<file path="src/rtl/ddp_ps_pkg.sv">
// Shared definitions for the JOIN->PS pipeline: default field widths, PS opcodes
// and helpers that slice the fields of an input packet {CG, dest, CZDD}.
package ddp_ps_pkg;

  localparam int CG_W      = 11;
  localparam int DEST_W    = 7;
  localparam int CZDD_W    = 34;
  localparam int PSD_W     = 17;
  localparam int OPC_W     = 6;
  localparam int PKT_IN_W  = CG_W + DEST_W + CZDD_W;
  localparam int PKT_OUT_W = CG_W + PSD_W + CZDD_W;

  localparam logic [OPC_W-1:0] OPC_NOP  = 6'h00;
  localparam logic [OPC_W-1:0] OPC_ADDC = 6'h01;
  localparam logic [OPC_W-1:0] OPC_SUBC = 6'h02;
  localparam logic [OPC_W-1:0] OPC_MOVE = 6'h03;
  localparam logic [OPC_W-1:0] ABSORB   = 6'h3F;

  function automatic logic [CG_W-1:0] pkt_cg(input logic [PKT_IN_W-1:0] p);
    return p[PKT_IN_W-1 -: CG_W];
  endfunction

  function automatic logic [DEST_W-1:0] pkt_dest(input logic [PKT_IN_W-1:0] p);
    return p[CZDD_W +: DEST_W];
  endfunction

  function automatic logic [CZDD_W-1:0] pkt_czdd(input logic [PKT_IN_W-1:0] p);
    return p[CZDD_W-1:0];
  endfunction

endpackage

</file>
<file path="src/rtl/ps_stage_p_if.sv">
// Packet handshake bundle of the PS stage: upstream valid/ready/packet in,
// downstream valid/ready/packet out. The slave modport is the stage side.
interface ps_stage_p_if #(
  parameter int IN_W  = ddp_ps_pkg::PKT_IN_W,
  parameter int OUT_W = ddp_ps_pkg::PKT_OUT_W
);
  logic             Send_in;
  logic [IN_W-1:0]  PACKET_IN;
  logic             Ack_out;
  logic             Send_out;
  logic [OUT_W-1:0] PACKET_OUT;
  logic             Ack_in;

  modport master (output Send_in, PACKET_IN, Ack_in,
                  input  Ack_out, Send_out, PACKET_OUT);
  modport slave  (input  Send_in, PACKET_IN, Ack_in,
                  output Ack_out, Send_out, PACKET_OUT);
endinterface

</file>
<file path="src/rtl/ps_oq_fifo.sv">
// Synchronous FIFO with occupancy count; DEPTH must be a power of two so the
// pointers wrap naturally. Storage is not reset, only pointers and count.
module ps_oq_fifo #(
  parameter int WIDTH = 8,
  parameter int DEPTH = 4
) (
  input  logic                     CP,
  input  logic                     MR,
  input  logic                     push_i,
  input  logic [WIDTH-1:0]         din_i,
  input  logic                     pop_i,
  output logic [WIDTH-1:0]         dout_o,
  output logic [$clog2(DEPTH):0]   count_o
);
  localparam int AW = $clog2(DEPTH);
  localparam int CW = AW + 1;

  logic [WIDTH-1:0] mem [DEPTH];
  logic [AW-1:0]    wr_ptr_q, wr_ptr_d, rd_ptr_q, rd_ptr_d;
  logic [CW-1:0]    count_q, count_d;

  always_comb begin
    wr_ptr_d = push_i ? wr_ptr_q + AW'(1) : wr_ptr_q;
    rd_ptr_d = pop_i  ? rd_ptr_q + AW'(1) : rd_ptr_q;
    count_d  = count_q + CW'(push_i) - CW'(pop_i);
  end

  always_ff @(posedge CP or posedge MR) begin
    if (MR) begin
      wr_ptr_q <= '0;
      rd_ptr_q <= '0;
      count_q  <= '0;
    end else begin
      wr_ptr_q <= wr_ptr_d;
      rd_ptr_q <= rd_ptr_d;
      count_q  <= count_d;
    end
  end

  always_ff @(posedge CP) begin
    if (push_i) mem[wr_ptr_q] <= din_i;
  end

  assign dout_o  = mem[rd_ptr_q];
  assign count_o = count_q;

endmodule

</file>
<file path="src/rtl/ps_stage_p.sv">
// PS stage: looks up PS[dest] for each accepted packet, forwards {CG, entry, CZDD}
// through an output queue, or absorbs it when the fetched opcode is ABSORB.
module ps_stage_p #(
  parameter int CG_W     = ddp_ps_pkg::CG_W,
  parameter int DEST_W   = ddp_ps_pkg::DEST_W,
  parameter int CZDD_W   = ddp_ps_pkg::CZDD_W,
  parameter int PSD_W    = ddp_ps_pkg::PSD_W,
  parameter int OPC_W    = ddp_ps_pkg::OPC_W,
  parameter int OQ_DEPTH = 4,
  parameter int CNT_W    = 16
) (
  input  logic              CP,
  input  logic              MR,
  ps_stage_p_if.slave       bus,
  input  logic              PS_we,
  input  logic [DEST_W-1:0] PS_waddr,
  input  logic [PSD_W-1:0]  PS_wdata,
  output logic              ABS_out,
  output logic [CNT_W-1:0]  abs_cnt
);
  import ddp_ps_pkg::*;

  localparam int IN_W  = CG_W + DEST_W + CZDD_W;
  localparam int OUT_W = CG_W + PSD_W + CZDD_W;
  localparam int CW    = $clog2(OQ_DEPTH) + 1;

  logic [PSD_W-1:0]  ps_mem [2**DEST_W];
  logic [PSD_W-1:0]  rdata_q;
  logic              s1_valid_q, s1_valid_d;
  logic [CG_W-1:0]   cg_q, cg_d;
  logic [CZDD_W-1:0] czdd_q, czdd_d;
  logic              ack_q, ack_d;
  logic              abs_q, abs_d;
  logic [CNT_W-1:0]  abs_cnt_q, abs_cnt_d;
  logic              in_xfer_s, out_xfer_s, absorb_s, push_s, oq_valid_s;
  logic [CW-1:0]     oq_count_s, oq_count_nxt_s;
  logic [OUT_W-1:0]  merge_s, head_s;

  assign in_xfer_s  = bus.Send_in && ack_q;
  assign oq_valid_s = (oq_count_s != '0);
  assign out_xfer_s = oq_valid_s && bus.Ack_in;

  // Nonblocking read alongside the write yields the old entry on a same-address collision.
  always_ff @(posedge CP) begin
    if (PS_we) ps_mem[PS_waddr] <= PS_wdata;
    rdata_q <= ps_mem[bus.PACKET_IN[CZDD_W +: DEST_W]];
  end

  always_comb begin
    s1_valid_d = in_xfer_s;
    cg_d       = in_xfer_s ? bus.PACKET_IN[IN_W-1 -: CG_W] : cg_q;
    czdd_d     = in_xfer_s ? bus.PACKET_IN[CZDD_W-1:0] : czdd_q;
    absorb_s   = s1_valid_q && (rdata_q[OPC_W-1:0] == OPC_W'(ABSORB));
    push_s     = s1_valid_q && !absorb_s;
    merge_s    = {cg_q, rdata_q, czdd_q};
    abs_d      = absorb_s;
    abs_cnt_d  = (absorb_s && (abs_cnt_q != '1)) ? abs_cnt_q + CNT_W'(1) : abs_cnt_q;
    // Ready is registered from the post-edge occupancy so it equals (count + s1_valid) < depth.
    oq_count_nxt_s = oq_count_s + CW'(push_s) - CW'(out_xfer_s);
    ack_d          = (oq_count_nxt_s + CW'(s1_valid_d)) < CW'(OQ_DEPTH);
  end

  always_ff @(posedge CP or posedge MR) begin
    if (MR) begin
      s1_valid_q <= 1'b0;
      cg_q       <= '0;
      czdd_q     <= '0;
      ack_q      <= 1'b0;
      abs_q      <= 1'b0;
      abs_cnt_q  <= '0;
    end else begin
      s1_valid_q <= s1_valid_d;
      cg_q       <= cg_d;
      czdd_q     <= czdd_d;
      ack_q      <= ack_d;
      abs_q      <= abs_d;
      abs_cnt_q  <= abs_cnt_d;
    end
  end

  ps_oq_fifo #(
    .WIDTH (OUT_W),
    .DEPTH (OQ_DEPTH)
  ) u_oq (
    .CP      (CP),
    .MR      (MR),
    .push_i  (push_s),
    .din_i   (merge_s),
    .pop_i   (out_xfer_s),
    .dout_o  (head_s),
    .count_o (oq_count_s)
  );

  assign bus.Ack_out    = ack_q;
  assign bus.Send_out   = oq_valid_s;
  assign bus.PACKET_OUT = oq_valid_s ? head_s : '0;
  assign ABS_out        = abs_q;
  assign abs_cnt        = abs_cnt_q;

endmodule

</file>
<file path="src/flat_wrapper.sv">
// flat-port wrapper written by rule: the top's interface ports become plain ports
module ps_stage_p_flat import ddp_ps_pkg::*;
#(
  parameter int CG_W     = ddp_ps_pkg::CG_W,
  parameter int DEST_W   = ddp_ps_pkg::DEST_W,
  parameter int CZDD_W   = ddp_ps_pkg::CZDD_W,
  parameter int PSD_W    = ddp_ps_pkg::PSD_W,
  parameter int OPC_W    = ddp_ps_pkg::OPC_W,
  parameter int OQ_DEPTH = 4,
  parameter int CNT_W    = 16
)
  (CP, MR, PS_we, PS_waddr, PS_wdata, ABS_out, abs_cnt, bus_Send_in, bus_PACKET_IN, bus_Ack_in, bus_Ack_out, bus_Send_out, bus_PACKET_OUT);
  ps_stage_p_if #(.IN_W(PKT_IN_W), .OUT_W(PKT_OUT_W)) bus_i ();
  input  logic CP;
  input  logic MR;
  input  logic PS_we;
  input  logic [DEST_W-1:0] PS_waddr;
  input  logic [PSD_W-1:0] PS_wdata;
  output logic ABS_out;
  output logic [CNT_W-1:0] abs_cnt;
  input wire logic [$bits(bus_i.Send_in)-1:0] bus_Send_in;
  input wire logic [$bits(bus_i.PACKET_IN)-1:0] bus_PACKET_IN;
  input wire logic [$bits(bus_i.Ack_in)-1:0] bus_Ack_in;
  output wire logic [$bits(bus_i.Ack_out)-1:0] bus_Ack_out;
  output wire logic [$bits(bus_i.Send_out)-1:0] bus_Send_out;
  output wire logic [$bits(bus_i.PACKET_OUT)-1:0] bus_PACKET_OUT;
  assign bus_i.Send_in = bus_Send_in;
  assign bus_i.PACKET_IN = bus_PACKET_IN;
  assign bus_i.Ack_in = bus_Ack_in;
  assign bus_Ack_out = bus_i.Ack_out;
  assign bus_Send_out = bus_i.Send_out;
  assign bus_PACKET_OUT = bus_i.PACKET_OUT;
  ps_stage_p #(.CG_W(CG_W), .DEST_W(DEST_W), .CZDD_W(CZDD_W), .PSD_W(PSD_W), .OPC_W(OPC_W), .OQ_DEPTH(OQ_DEPTH), .CNT_W(CNT_W)) u_core (.CP(CP), .MR(MR), .bus(bus_i), .PS_we(PS_we), .PS_waddr(PS_waddr), .PS_wdata(PS_wdata), .ABS_out(ABS_out), .abs_cnt(abs_cnt));
endmodule
</file>
<file path="config.mk">
export PLATFORM = sky130hd
export DESIGN_NAME = ps_stage_p_flat
export DESIGN_NICKNAME = d
export VERILOG_FILES = /design/src/rtl/ddp_ps_pkg.sv /design/src/rtl/ps_stage_p_if.sv /design/src/rtl/ps_oq_fifo.sv /design/src/rtl/ps_stage_p.sv /design/src/flat_wrapper.sv
export SDC_FILE = /design/constraint.sdc
export NUM_CORES = 2
export LEC_CHECK = 0
export ABC_AREA = 1
export BUFFER_PORTS_ARGS = -buffer_cell sky130_fd_sc_hd__buf_2
export CELL_PAD_IN_SITES_DETAIL_PLACEMENT = 1
export CELL_PAD_IN_SITES_GLOBAL_PLACEMENT = 1
export CORE_AREA = 2 2 504 506
export CTS_BUF_LIST = sky130_fd_sc_hd__clkbuf_16
export DETAILED_ROUTE_END_ITERATION = 8
export DIE_AREA = 0 0 506 508
export GPL_TIMING_DRIVEN = 0
export PLACE_DENSITY = 0.7
export SYNTH_ARGS = -nofsm -noshare
export SYNTH_HDL_FRONTEND = slang
export SYNTH_SLANG_ARGS = --single-unit
</file>
<file path="constraint.sdc">
create_clock -name CP -period 4.2 [get_ports CP]
set_input_delay 0 -clock CP [delete_from_list [all_inputs] [get_ports CP]]
set_output_delay 0 -clock CP [all_outputs]
set_load 0.05 [all_outputs]
</file>
==> impl_metrics.ini <==
[power_and_ir_drop]
power_leakage_nw = 42.0
worst_ir_drop_vdd_uv = 399
design_power_total_mw = 62.2
cellPowerDensity_nw_per_um2 = 526

[clock_network]
clk_pin_slew_ns = 0.06
clock_sink_count = 2512
master_cell_of_the_clock_root_buffer = clkbuf_16
clock_insertion_delay_worst_skew_ns = 0.97
tritoncts.num_buffers = 287
cts_setup_buffers = 0
htree_levels = 5
cts_tree = built
clockBufferDepth = 4

[min_path]
worstHoldPathType = input pin to flip-flop

[worst_setup_path]
endpoint_class_of_the_critical_path = primary output
r2r_start = u_core.rdata_q[3]
critical_path_arrival_ns = 3.51
required_ns = 4.20
r2r_slack_ns = 1.29
critPathLaunch = u_core.u_oq.rd_ptr_q[0]
criticalPathCategory = flip-flop to primary output
ff2ff_path_depth = 12
maximum_net_fanout_on_the_critical_path = 10
critical_path.reg2reg.endpoint = u_core.bus.Ack_out
critical_path.endpoint = bus_PACKET_OUT[14]
worst_setup_path_start_kind = flip-flop

[placed_design]
buffer_ports.inserted = 156
dp_worst_setup_slack_ns = 0.318
placed_cells = 11897
hpwlAfterDp_mm = 310
gp_congestion = 1.02
place_area_um2 = 108000

[floorplanning]
io_pins = 162
die_w_um = 506
chipHeight_um = 508
core_area_um2 = 252000
core.rowCount = 185
fp.dieArea_um2 = 257000
starting_density = 0.398

[final_layout]
stdcell_count = 12517
layout_common_cells = 2424 x edfxtp_1, 2377 x nand2_1, 2151 x nand3_1
post_route_cells_drive_above_1_share = 0.123
final_nets = 9033
multi_input_gate_area_um2 = 23300
count_of_filler_cells_inserted_in_the_layout = 26319
seqCellArea_um2 = 74900
utilization = 0.469
layout.cell_area.non_filler_um2 = 118000
layout.cells.most_common = edfxtp_1
area_delta_synth_final_pct = 18.0

[grt]
first_global_vias = 76646
grt_antenna_before_repair = 39
first_pass_grt_wire_length_mm = 611
overall_global_routing_usage = 0.344
maximum_number_of_pins_on_one_net_before_global_route_repair = 86
overflow = 0

[sta]
setup_ws_ns = 0.695
final-setup-viol-count = 0
final-max-slew-violation-count = 43
ratio_of_final_minimum_period_to_clock_period = 0.835
timing.max_slew.rel_slack = -0.0302
tightestPinTransition_ns = 1.55
finalClockSkew_ns = 0.0756
hold_slack_ns = 0.0631
timing.setup.tns_ns = 0
grt_setup_unrepaired = false
hold_fails_final_rpt = 0
timing.fmax_mhz = 285
finalWorstPathRequiredPeriod_ns = 3.51

[flow_run]
timing.max_cap.violations = 4

[detailed_routing]
route.antenna.remaining_nets = 0
post-route-drc-count = 0
drt_wl_total_mm = 451
routed_via_density = 6.10
detailedRoute.firstIterationViolations = 11682
first_pass_iters = 6
route.detailed.wl_per_inst_um = 36.0
vias = 76365

[logic_synthesis]
synth.area.mux_share = 0
synth_top_family_by_area = simple AND/OR/NAND/NOR gates
mappedNetlistArea_um2 = 100000
synth_seq_area_share = 0.747
ys_seq_elements = 2512
post_synth_and_or_nand_nor_area_fraction = 0.212
synth.avg_cell_area_um2 = 12.1
synth.lib_cells_used.distinct = 26
xor_xnor_cell_area_share_of_the_yosys_netlist = 0.00175
ys.warnings.count = 0
area_fraction_in_compound_gates_after_synthesis = 0.00948
net_count_after_synthesis = 8353
syn-instance-count = 8264
synthAdderAreaFrac = 0.00107

[status]
violations = capacitance limit, slew limit
outcome = finished, violations left
-- power by group --
part           leakage [nW]  switching, mW  internal, mW
combinational          14.8           7.63          2.05
clock                  4.41           10.2          13.4
sequential             22.9          0.432          28.5
-- how the worst min path moves through the flow --
stage / from / end / slack [ns] / cells after the start
after floorplan: PS_wdata[0] / u_core.ps_mem[0][0] / 0.1 / 0
final: PS_wdata[9] / u_core.ps_mem[114][9] / 0.06 / 2
after global placement: bus_PACKET_IN[42] / u_core.cg_q[1] / 0.20 / 3
after detailed placement: MR / u_core.czdd_q[9] / 0.09 / 2
after global routing: bus_PACKET_IN[39] / u_core.rdata_q[4] / 0.06 / 4
after CTS: bus_PACKET_IN[39] / u_core.rdata_q[4] / 0.02 / 4
-- critical path, cell delays in order, from the launching register on --
cell	delay [ns]
dfrtp_1	0.36
buf_2	0.20
inv_2	0.18
clkbuf_1	0.54
clkbuf_1	0.51
o21ai_0	0.21
a21oi_1	0.25
buf_2	0.32
-- registers in the layout (all words and copies together), names as in the netlist --
register and count:
u_core.ABS_out 1, u_core.abs_cnt 16, u_core.bus.Ack_out 1, u_core.cg_q 11
u_core.czdd_q 34, u_core.ps_mem 2176, u_core.rdata_q 17, u_core.s1_valid_q 1
u_core.u_oq.count_o 3, u_core.u_oq.mem 248, u_core.u_oq.rd_ptr_q 2, u_core.u_oq.wr_ptr_q 2
-- Yosys cell counts, drive strengths merged --
library cell  instances  area share
xnor2                 7     0.00061
nand2              2378       0.089
a21oi                63      0.0031
nor2                402       0.015
o21ai               127      0.0063
nor4                  2     0.00012
edfxtp             2424        0.73
nor3                 12     0.00065
nand3              2151        0.11
clkbuf              132      0.0049
dfrtp                71       0.018
inv                  44      0.0017
clkinv                2    0.000075
nand4                 3     0.00019
dfxtp                17      0.0034
xor2                 13      0.0011
ha                    7     0.00087
buf                 408       0.022
fa                    1     0.00020
-- layer usage --
| layer | GRT usage | share of wire | vias up |
|---|---|---|---|
| li1 | - | - | 30788 |
| met1 | 0.425 | 0.36 | 38848 |
| met2 | 0.535 | 0.45 | 5302 |
| met3 | 0.0819 | 0.11 | 1403 |
| met4 | 0.240 | 0.083 | 24 |
| met5 | 0 | 0.00037 | - |
-- final cells by class --
class | count | area share
clock buffers | 296 | 0.0626
multi-input cells | 5166 | 0.197
diodes | 18 | 0.000381
plain buffers | 540 | 0.0229
clock inverters | 182 | 0.00953
repair buffers | 391 | 0.0376
inverters | 46 | 0.00150
flip-flops and latches | 2512 | 0.633
well taps | 3366 | 0.0356
-- cell families after synthesis --
kind of cell               count (synthesis)
xor gates and xnor gates                  20
buffers and inverters                    586
DFF                                     2512
adders and majority gates                  8
AOI/OAI and AO/OA                        190
and+or+nand+nor                         4948
-- timing repair --
action | CTS | global route
hold buffers | 124 | 0
gates resized for setup | 0 | 0
endpoints found under the hold margin | 2331 | 0
No activity file was read; power rests on OpenSTA's default activity.
